--- config.mk ---
export PLATFORM = sky130hd
export DESIGN_NAME = rvk_tag_ctrl_flat
export DESIGN_NICKNAME = d
export VERILOG_FILES = /design/src/rtl/rvk_tag_ctrl_if.sv /design/src/rtl/rvk_tag_ctrl.sv /design/src/flat_wrapper.sv
export SDC_FILE = /design/constraint.sdc
export NUM_CORES = 1
export LEC_CHECK = 0
export ABC_AREA = 0
export CAP_MARGIN = 0
export CORE_ASPECT_RATIO = 1.25
export CORE_MARGIN = 2
export CORE_UTILIZATION = 54
export CTS_CLUSTER_DIAMETER = 60
export DETAILED_ROUTE_END_ITERATION = 7
export HOLD_SLACK_MARGIN = 0.03
export PLACE_DENSITY = 0.8
export SLEW_MARGIN = 20
export SYNTH_ARGS = -nofsm -noshare
export SYNTH_HDL_FRONTEND = slang
export SYNTH_SLANG_ARGS = --single-unit
--- constraint.sdc ---
create_clock -name clk_i -period 4.14 [get_ports clk_i]
set_input_delay 1.035 -clock clk_i [delete_from_list [all_inputs] [get_ports clk_i]]
set_output_delay 1.035 -clock clk_i [all_outputs]
set_load 0.02 [all_outputs]
--- src/rtl/rvk_tag_ctrl_if.sv ---
// Revocation tag controller bus bundle: load-completion input, bitmap read
// port, register-file kill snoop and trvk clear command.
interface rvk_tag_ctrl_if;
    logic        ld_cap_valid_i;
    logic [4:0]  ld_rd_i;
    logic [31:0] ld_base_i;
    logic        ld_ready_o;

    logic        rf_we0_i;
    logic        rf_we1_i;
    logic        rf_we2_i;
    logic [4:0]  rf_waddr0_i;
    logic [4:0]  rf_waddr1_i;
    logic [4:0]  rf_waddr2_i;

    logic        rvk_req_o;
    logic [31:0] rvk_addr_o;
    logic        rvk_gnt_i;
    logic        rvk_rvalid_i;
    logic [31:0] rvk_rdata_i;

    logic        trvk_en_o;
    logic        trvk_clrtag_o;
    logic [4:0]  trvk_addr_o;
    logic        busy_o;

    // Controller side.
    modport master (
        input  ld_cap_valid_i, ld_rd_i, ld_base_i,
        input  rf_we0_i, rf_we1_i, rf_we2_i, rf_waddr0_i, rf_waddr1_i, rf_waddr2_i,
        input  rvk_gnt_i, rvk_rvalid_i, rvk_rdata_i,
        output ld_ready_o, rvk_req_o, rvk_addr_o,
        output trvk_en_o, trvk_clrtag_o, trvk_addr_o, busy_o
    );

    // Writeback / memory / register-file side.
    modport slave (
        output ld_cap_valid_i, ld_rd_i, ld_base_i,
        output rf_we0_i, rf_we1_i, rf_we2_i, rf_waddr0_i, rf_waddr1_i, rf_waddr2_i,
        output rvk_gnt_i, rvk_rvalid_i, rvk_rdata_i,
        input  ld_ready_o, rvk_req_o, rvk_addr_o,
        input  trvk_en_o, trvk_clrtag_o, trvk_addr_o, busy_o
    );
endinterface

--- src/rtl/rvk_tag_ctrl.sv ---
// Revocation tag controller: queues capability loads, reads the revocation
// bitmap per load and issues trvk tag clears. Optional heap range check: KUDU_RVK_RANGE_CHK_EN.
module rvk_tag_ctrl #(
    parameter int unsigned QDepth    = 4,
    parameter logic [31:0] HeapBase  = 32'h8000_0000,
    parameter logic [31:0] HeapSize  = 32'h0004_0000,
    parameter logic [31:0] RvkBase   = 32'h8300_0000,
    parameter bit          CHERIoTEn = 1'b1
) (
    input logic           clk_i,
    input logic           rst_ni,
    rvk_tag_ctrl_if.master bus
);

    localparam int unsigned PtrW = $clog2(QDepth);

    typedef enum logic [1:0] {
        IDLE,
        REQ,
        WAIT
    } state_e;

    state_e state_q, state_d;

    // FIFO storage; entries hold the granule index (offs[31:3]) only.
    logic [4:0]        q_rd   [QDepth];
    logic [28:0]       q_gran [QDepth];
    logic [QDepth-1:0] q_killed;
    logic [PtrW-1:0]   wptr_q, rptr_q;
    logic [PtrW:0]     count_q;

    logic [4:0]  cur_rd_q;
    logic [4:0]  cur_bit_q;
    logic        cur_killed_q;
    logic [31:0] rvk_addr_q;

    logic        trvk_en_q;
    logic        trvk_clr_q;
    logic [4:0]  trvk_addr_q;

    logic        full, empty, push, pop;
    logic        head_killed, head_oor, rsp_fire, req;
    logic [4:0]  head_rd;
    logic [28:0] head_gran;
    logic [31:0] push_offs;
    logic        unused_offs_lsb;

    logic [2:0]  rf_we;
    logic [4:0]  rf_waddr [3];

    assign rf_we       = {bus.rf_we2_i, bus.rf_we1_i, bus.rf_we0_i};
    assign rf_waddr[0] = bus.rf_waddr0_i;
    assign rf_waddr[1] = bus.rf_waddr1_i;
    assign rf_waddr[2] = bus.rf_waddr2_i;

    function automatic logic kill_hit(input logic [4:0] rd);
        logic hit;
        hit = 1'b0;
        for (int unsigned i = 0; i < 3; i++) begin
            if (rf_we[i] && (rf_waddr[i] == rd)) hit = 1'b1;
        end
        return hit;
    endfunction

    assign full        = (count_q == (PtrW+1)'(QDepth));
    assign empty       = (count_q == '0);
    assign push        = CHERIoTEn && bus.ld_cap_valid_i && !full && (bus.ld_rd_i != '0);
    assign pop         = (state_q == IDLE) && !empty;
    assign push_offs   = bus.ld_base_i - HeapBase;
    assign unused_offs_lsb = ^push_offs[2:0];

    assign head_rd     = q_rd[rptr_q];
    assign head_gran   = q_gran[rptr_q];
    assign head_killed = q_killed[rptr_q];

`ifdef KUDU_RVK_RANGE_CHK_EN
    // HeapSize is a multiple of 256, so comparing granule indices is exact.
    assign head_oor = (head_gran >= HeapSize[31:3]);
`else
    assign head_oor = 1'b0;
`endif

    // State register.
    always_ff @(posedge clk_i) begin
        if (!rst_ni) begin
            state_q <= IDLE;
        end else begin
            state_q <= state_d;
        end
    end

    // Next-state logic.
    always_comb begin
        state_d = state_q;
        unique case (state_q)
            IDLE:    if (pop && !head_killed && !head_oor) state_d = REQ;
            REQ:     if (bus.rvk_gnt_i) state_d = WAIT;
            WAIT:    if (bus.rvk_rvalid_i) state_d = IDLE;
            default: state_d = IDLE;
        endcase
    end

    // FSM outputs.
    always_comb begin
        req      = 1'b0;
        rsp_fire = 1'b0;
        unique case (state_q)
            REQ:     req = 1'b1;
            WAIT:    rsp_fire = bus.rvk_rvalid_i;
            default: ;
        endcase
    end

    // Pending-entry FIFO; a write in the push cycle is the load itself, so
    // the freshly written slot overrides the kill sweep.
    always_ff @(posedge clk_i) begin
        if (!rst_ni) begin
            wptr_q   <= '0;
            rptr_q   <= '0;
            count_q  <= '0;
            q_killed <= '0;
        end else begin
            for (int unsigned i = 0; i < QDepth; i++) begin
                if (kill_hit(q_rd[i])) q_killed[i] <= 1'b1;
            end
            if (push) begin
                q_rd[wptr_q]     <= bus.ld_rd_i;
                q_gran[wptr_q]   <= push_offs[31:3];
                q_killed[wptr_q] <= 1'b0;
                wptr_q           <= wptr_q + 1'b1;
            end
            if (pop) rptr_q <= rptr_q + 1'b1;
            unique case ({push, pop})
                2'b10:   count_q <= count_q + 1'b1;
                2'b01:   count_q <= count_q - 1'b1;
                default: ;
            endcase
        end
    end

    // In-flight entry and registered trvk command.
    always_ff @(posedge clk_i) begin
        if (!rst_ni) begin
            cur_rd_q     <= '0;
            cur_bit_q    <= '0;
            cur_killed_q <= 1'b0;
            rvk_addr_q   <= '0;
            trvk_en_q    <= 1'b0;
            trvk_clr_q   <= 1'b0;
            trvk_addr_q  <= '0;
        end else begin
            trvk_en_q  <= rsp_fire;
            trvk_clr_q <= rsp_fire && bus.rvk_rdata_i[cur_bit_q]
                          && !cur_killed_q && !kill_hit(cur_rd_q);
            if (rsp_fire) trvk_addr_q <= cur_rd_q;

            if (pop) begin
                cur_rd_q     <= head_rd;
                cur_bit_q    <= head_gran[4:0];
                cur_killed_q <= head_killed | kill_hit(head_rd);
                rvk_addr_q   <= RvkBase + {6'b0, head_gran[28:5], 2'b00};
            end else if (kill_hit(cur_rd_q)) begin
                cur_killed_q <= 1'b1;
            end
        end
    end

    assign bus.ld_ready_o    = CHERIoTEn ? !full : 1'b1;
    assign bus.rvk_req_o     = CHERIoTEn && req;
    assign bus.rvk_addr_o    = rvk_addr_q;
    assign bus.trvk_en_o     = CHERIoTEn && trvk_en_q;
    assign bus.trvk_clrtag_o = CHERIoTEn && trvk_clr_q;
    assign bus.trvk_addr_o   = trvk_addr_q;
    assign bus.busy_o        = !empty || (state_q != IDLE);

    // Pushing into a full queue drops the entry.
    a_no_push_when_full: assert property (@(posedge clk_i) disable iff (!rst_ni)
        bus.ld_cap_valid_i |-> bus.ld_ready_o);

endmodule
--- src/flat_wrapper.sv ---
// flat-port wrapper written by rule: the top's interface ports become plain ports
module rvk_tag_ctrl_flat 
#(
    parameter int unsigned QDepth    = 4,
    parameter logic [31:0] HeapBase  = 32'h8000_0000,
    parameter logic [31:0] HeapSize  = 32'h0004_0000,
    parameter logic [31:0] RvkBase   = 32'h8300_0000,
    parameter bit          CHERIoTEn = 1'b1
)
  (clk_i, rst_ni, bus_ld_cap_valid_i, bus_ld_rd_i, bus_ld_base_i, bus_rf_we0_i, bus_rf_we1_i, bus_rf_we2_i, bus_rf_waddr0_i, bus_rf_waddr1_i, bus_rf_waddr2_i, bus_rvk_gnt_i, bus_rvk_rvalid_i, bus_rvk_rdata_i, bus_ld_ready_o, bus_rvk_req_o, bus_rvk_addr_o, bus_trvk_en_o, bus_trvk_clrtag_o, bus_trvk_addr_o, bus_busy_o);
  rvk_tag_ctrl_if bus_i ();
  input logic clk_i;
  input logic rst_ni;
  input wire logic [$bits(bus_i.ld_cap_valid_i)-1:0] bus_ld_cap_valid_i;
  input wire logic [$bits(bus_i.ld_rd_i)-1:0] bus_ld_rd_i;
  input wire logic [$bits(bus_i.ld_base_i)-1:0] bus_ld_base_i;
  input wire logic [$bits(bus_i.rf_we0_i)-1:0] bus_rf_we0_i;
  input wire logic [$bits(bus_i.rf_we1_i)-1:0] bus_rf_we1_i;
  input wire logic [$bits(bus_i.rf_we2_i)-1:0] bus_rf_we2_i;
  input wire logic [$bits(bus_i.rf_waddr0_i)-1:0] bus_rf_waddr0_i;
  input wire logic [$bits(bus_i.rf_waddr1_i)-1:0] bus_rf_waddr1_i;
  input wire logic [$bits(bus_i.rf_waddr2_i)-1:0] bus_rf_waddr2_i;
  input wire logic [$bits(bus_i.rvk_gnt_i)-1:0] bus_rvk_gnt_i;
  input wire logic [$bits(bus_i.rvk_rvalid_i)-1:0] bus_rvk_rvalid_i;
  input wire logic [$bits(bus_i.rvk_rdata_i)-1:0] bus_rvk_rdata_i;
  output wire logic [$bits(bus_i.ld_ready_o)-1:0] bus_ld_ready_o;
  output wire logic [$bits(bus_i.rvk_req_o)-1:0] bus_rvk_req_o;
  output wire logic [$bits(bus_i.rvk_addr_o)-1:0] bus_rvk_addr_o;
  output wire logic [$bits(bus_i.trvk_en_o)-1:0] bus_trvk_en_o;
  output wire logic [$bits(bus_i.trvk_clrtag_o)-1:0] bus_trvk_clrtag_o;
  output wire logic [$bits(bus_i.trvk_addr_o)-1:0] bus_trvk_addr_o;
  output wire logic [$bits(bus_i.busy_o)-1:0] bus_busy_o;
  assign bus_i.ld_cap_valid_i = bus_ld_cap_valid_i;
  assign bus_i.ld_rd_i = bus_ld_rd_i;
  assign bus_i.ld_base_i = bus_ld_base_i;
  assign bus_i.rf_we0_i = bus_rf_we0_i;
  assign bus_i.rf_we1_i = bus_rf_we1_i;
  assign bus_i.rf_we2_i = bus_rf_we2_i;
  assign bus_i.rf_waddr0_i = bus_rf_waddr0_i;
  assign bus_i.rf_waddr1_i = bus_rf_waddr1_i;
  assign bus_i.rf_waddr2_i = bus_rf_waddr2_i;
  assign bus_i.rvk_gnt_i = bus_rvk_gnt_i;
  assign bus_i.rvk_rvalid_i = bus_rvk_rvalid_i;
  assign bus_i.rvk_rdata_i = bus_rvk_rdata_i;
  assign bus_ld_ready_o = bus_i.ld_ready_o;
  assign bus_rvk_req_o = bus_i.rvk_req_o;
  assign bus_rvk_addr_o = bus_i.rvk_addr_o;
  assign bus_trvk_en_o = bus_i.trvk_en_o;
  assign bus_trvk_clrtag_o = bus_i.trvk_clrtag_o;
  assign bus_trvk_addr_o = bus_i.trvk_addr_o;
  assign bus_busy_o = bus_i.busy_o;
  rvk_tag_ctrl #(.QDepth(QDepth), .HeapBase(HeapBase), .HeapSize(HeapSize), .RvkBase(RvkBase), .CHERIoTEn(CHERIoTEn)) u_core (.clk_i(clk_i), .rst_ni(rst_ni), .bus(bus_i));
endmodule
# Word level (Yosys, flattened, before mapping)
# Memories as Yosys holds them, arrays and structs flattened. A register that Yosys moved wholly into a read port is not among the register bits.
# Index checks and enable logic that the tools add are counted.
[word_totals]
reg_bits = 63
latchBits = 0
ramBits = 136
romBits = 0
output_inout_bits = 42
wordCells = 150
memories = 2
[mem_list]
columns = ["memory", "words", "width", "read_ports", "rd_ports_with_merged_regs", "wr", "line_no", "rtl"]
rows = [
  ["u_core.q_gran", 4, 29, 1, 1, 1, "rvk_tag_ctrl.sv:27", "logic [28:0] q_gran [QDepth];"],
  ["u_core.q_rd", 4, 5, 5, 1, 1, "rvk_tag_ctrl.sv:26", "logic [4:0] q_rd [QDepth];"],
]
[op_classes]
addsub = 6
multipliers = 0
div_mod_pow = 0
magnitude_cmp = 4
n_eq_ne = 26
n_shift = 0
muxes = 58
bitwise_logic = 3
n_reduce_logical = 39
[op_table]
columns = ["op", "n"]
rows = [
  ["$eq A5 B5 Y1", 18],
  ["$mux W1", 45],
  ["$add A32 B26 Y32 const A", 1],
  ["$sub A32 B32 Y32 const B", 1],
  ["$logic_and A1 B1 Y1", 26],
  ["$mux W2", 7],
  ["$lt A2 B3 Y1 const B", 2],
  ["$lt A5 B6 Y1 const B", 1],
  ["$ne A2 B2 Y1 const B", 3],
  ["$pmux W2 S3", 1],
  ["$pmux W3 S2", 1],
  ["$reduce_bool A2 Y1", 3],
  ["$bmux W1 S5", 1],
  ["$logic_not A1 Y1", 5],
  ["$reduce_bool A5 Y1", 1],
  ["$add A2 B1 Y2 const B", 2],
  ["$and A4 B4 Y4", 1],
  ["$eq A2 B1 Y1 const B", 2],
  ["$eq A2 B2 Y1 const B", 2],
  ["$mux W4", 1],
  ["$not A4 Y4", 1],
  ["$add A3 B1 Y3 const B", 1],
  ["$eq A3 B3 Y1 const B", 1],
  ["$logic_not A3 Y1", 1],
  ["8 further kinds", 8],
]

# Longest topological paths before layout
# An unclocked memory read counts as a cell.
[depth]
ltp_word = 11
depth_mapped = 11
depth_no_buf = 10

# Least setup slack after synthesis
# No wires, ideal clock.
[synth_timing]
path_kind = "input port to flip-flop"
from = "in bus_ld_rd_i[0]"
to = "reg u_core.count_q[2]"
setup_ns = 0.070
arrival_ns = 3.239
required_ns = 4.070
setup_slack_ns = 0.831
stages = 10
path_buffers = 1
cell_sequence = "or4_1 o211a_1 clkbuf_1 inv_1 ha_1 inv_1 fa_1 xor2_1 or3_1 a21oi_1"
[synth_between]
elab_chain_len = 4
[synth_lines]
columns = ["item", "line_no", "rtl"]
rows = [
  ["start: declaration", "flat_wrapper.sv:15", "input wire logic [$bits(bus_i.ld_rd_i)-1:0] bus_ld_rd_i;"],
  ["$reduce_bool A5 Y1 (*)", "rvk_tag_ctrl.sv:67", "assign push = CHERIoTEn && bus.ld_cap_valid_i && !full && (bus.ld_rd_i != '0);"],
  ["$logic_and A1 B1 Y1 (*)", "rvk_tag_ctrl.sv:67", ""],
  ["$eq A2 B1 Y1 or $eq A2 B2 Y1 (tied branches)", "rvk_tag_ctrl.sv:133", "unique case ({push, pop})"],
  ["$pmux W3 S2 or $reduce_bool A2 Y1 (tied branches)", "n/a", ""],
  ["end signal: assignment", "rvk_tag_ctrl.sv:134", "2'b10: count_q <= count_q + 1'b1;"],
  ["end signal: assignment", "rvk_tag_ctrl.sv:135", "2'b01: count_q <= count_q - 1'b1;"],
  ["end: declaration", "rvk_tag_ctrl.sv:30", "logic [PtrW:0] count_q;"],
]
# Every way passes the cells marked *; elsewhere a longest branch is shown, timed or not.
# A chain may end at the register's enable or synchronous reset.

# Worst setup path after layout
# Same ends and word-level chain as after synthesis.

==> results_dict.tcl <==
set metrics [dict create \
    place_inst 893 \
    cp-start-kind "primary input" \
    io-pin-count 134 \
    core_um2 15400 \
    die_x_um 116 \
    ctsLongestPathBuffers 2 \
    slowest_delay_ps 620 \
    cp.required_ps 4490 \
    synthAdderAreaFrac_pct 1.12 \
    ctsHtreeMaxLevel 4 \
    slowest_stage "or4_1" \
    tightestPinTransition_ps 945 \
    die_area_um2 16700 \
    cts_resized 0 \
    async_flop_share_pct 0 \
    ctsHoldBuffers 0 \
    grt_usage_pct 23.6 \
    drc 0 \
    portBuffers 124 \
    synth_top_area_share_pct 48.3 \
    tritoncts "done" \
    clock-root-buffer "clkbuf_16" \
    antenna_found_initial 0 \
    use_met1_pct 28.5 \
    min_period_ps 3410 \
    synthTopCellsByArea "edfxtp_1, dfxtp_1, mux4_2" \
    yosys.area_share.simple_pct 6.90 \
    muxShareOfSynthArea_pct 12.8 \
    synth_top_family_by_area "multiplexers" \
    first_iter_violations 386 \
    crit_fanout 5 \
    gr-usage-met2_pct 40.8 \
    synth_xor_area_share_pct 9.84 \
    final_antenna_net_count 0 \
    finalMaxSlewViolations 0 \
    vias_per_cell 5.63 \
    layout.nets 799 \
    clkLatencyLatePin_ps 430 \
    outcome "completed" \
    synth-compound-area-share_pct 3.92 \
    crit_arrival_ps 3760 \
    start_util_pct 54.7 \
    clk_pin_slew_ps 60 \
    finish.instance_area_um2 10400 \
    grt_max_degree 43 \
    layout-drive-gt1-share_pct 12.6 \
    dpl_cell_area_um2 9810 \
    synth_top_area_cell "edfxtp_1" \
    skew_ps 6.72 \
    drt_first_pass_iters 5 \
    fmax_mhz 293 \
    maxCapViolations 0 \
    grt_pass1_vias 5459 \
    cts_inserted_buffers 17 \
    crit_path_frequent_cell "inv_1" \
    synthFlopType "edfxtp_1" \
    setup_viol 0 \
    worstSetupPathType "primary input to register" \
    cts.sinks 195 \
    postCtsSetupBuffers 0 \
    netlist_instances 596 \
    ys_seq_elements 195 \
    hold_viol 0 \
    p_leak_nw 3.58 \
    busiest_layer "met2" \
    layoutNonFillerInstCount 925 \
    areaGrowthSynthToFinish_pct 23.3 \
    relSlewSlack_pct 37.0 \
    wl_per_cell_um 20.6 \
    die_y_um 144 \
    antenna_cells 0 \
    dpl.hpwl_mm 12.6 \
    yosys_warnings 0 \
    ys_types 37 \
    met3_usage_pct 5.19 \
    routed_wl_mm 19.1 \
    grt_pass1_wl_mm 29.0 \
    via_count 5206 \
    gp_congestion 0.931 \
    worstSetupEndpointType "register" \
    synth.avg_cell_area_um2 14.2 \
    num_rows 51 \
    hp-class "register to register" \
    synth_edf_count 136 \
    yosysSeqAreaShare_pct 62.3 \
    post-route-period-util_pct 82.3 \
    cp_cell_sequence "clkdlybuf4s50_1 -> or4_1 -> o211a_1 -> inv_1 -> ha_1 -> inv_1 -> fa_1 -> xor2_1 -> or3_1 -> a21oi_1" \
    netlist_area_um2 8450 \
    power-per-cell-area_nw_per_um2 601 \
    vdd.ir_drop.worst_mv 0.501 \
    rsz0062_at_grt "no" \
    grt.overflow.total 0 \
    fin_tns_setup_ps 0 \
]
[cells in the mapped netlist (7+ instances only)]
library cell	number
dfxtp_1	59
a21oi_1	35
buf_4	7
and3_1	11
clkbuf_1	34
xnor2_1	20
edfxtp_1	136
xor2_1	75
nor2_1	24
mux4_2	45
inv_1	11
a31oi_1	8
nor4_1	18
nand2_1	66
[sequential cells by signal (all words and copies together), names as in the netlist, named ones only]
register                  count
u_core.bus.trvk_clrtag_o      1
u_core.cur_rd_q               5
u_core.bus.rvk_addr_o        26
u_core.bus.trvk_en_o          1
u_core.bus.trvk_addr_o        5
u_core.cur_killed_q           1
u_core.count_q                3
u_core.rptr_q                 2
u_core.q_gran               116
u_core.wptr_q                 2
u_core.q_rd                  20
u_core.q_killed               4
u_core.cur_bit_q              5
u_core.state_q                2
[worst max-delay path: cells and delay by family]
kind | cells | cell delay (ps)
compound gates | 2 | 430
xor+xnor | 1 | 150
fa+ha+maj | 2 | 590
buf+inv | 3 | 630
simple gates | 2 | 920
[stage by stage]
step	power, mW	setup WS, ps	util, %	hold WS [ps]
3_5_place_dp	4.64	258	63.5	454
2_1_floorplan	3.96	831	-	441
4_1_cts	6.32	708	67.5	463
6_report	6.27	733	67.5	460
3_3_place_gp	4.57	341	63.5	445
5_1_grt	6.59	613	67.5	480
[logic make-up (layout without fill, tap and decap cells)]
group,after synthesis,in the layout
other,1,6
xor gates and xnor gates,95,95
AOI/OAI and AO/OA,56,56
DFF,195,195
and+or+nand+nor,130,130
adders and majority gates,7,7
buffers and inverters,60,172
muxes,52,52
[worst paths after layout]
| path | from | end | slack (ps) | depth (start not counted) |
|---|---|---|---|---|
| hold reg to reg | u_core.bus.rvk_addr_o[16]$_SDFFE_PN0P_ | u_core.bus.rvk_addr_o[16]$_SDFFE_PN0P_ | 460 | 2 |
| setup / recovery | bus_ld_rd_i[0] | u_core.count_q[2]$_SDFFE_PN0P_ | 730 | 10 |
| hold / removal | u_core.bus.rvk_addr_o[16]$_SDFFE_PN0P_ | u_core.bus.rvk_addr_o[16]$_SDFFE_PN0P_ | 460 | 2 |
| setup reg to reg | u_core.count_q[2]$_SDFFE_PN0P_ | u_core.count_q[2]$_SDFFE_PN0P_ | 1520 | 9 |
[metal layers]
layer,routed length [um],vias up
met5,0,-
met4,521,0
met3,1020,41
met2,10100,183
met1,7440,2595
li1,-,2387
[where the power goes]
group | total [mW] | internal [mW] | switching [mW]
clock | 1.67 | 0.978 | 0.691
sequential | 2.65 | 2.36 | 0.292
combinational | 1.95 | 0.936 | 1.01
total | 6.27 | 4.27 | 1.99
[cell type report]
cell class                      count  area (um^2)
Fill cell                        1133         5020
Tap cell                          212          265
Sequential cell                   195         5270
Clock inverter                     10          120
Inverter                           12         45.0
Clock buffer                       22          495
Multi-Input combinational cell    346         2960
Timing Repair Buffer              128         1270
[placed cells by master (no fill, tap or decap), types with 2 or more instances in the layout]
cell type        count
a211oi_1             3
a21oi_1             35
a221oi_1             4
a31oi_1              8
and3_1               7
and3_2               4
buf_4                4
bufinv_16            2
clkbuf_16           18
clkbuf_8             3
clkdlybuf4s50_1    124
clkinv_2             2
clkinvlp_4           4
conb_1               6
dfxtp_1             57
dfxtp_2              2
edfxtp_1           136
ha_1                 6
inv_1               10
mux2i_1              6
mux4_2              45
nand2_1             66
nand3_1              4
nor2_1              24
nor3_1               2
nor4_1              18
xnor2_1             20
xor2_1              75
(Power assumes the default switching activity.)
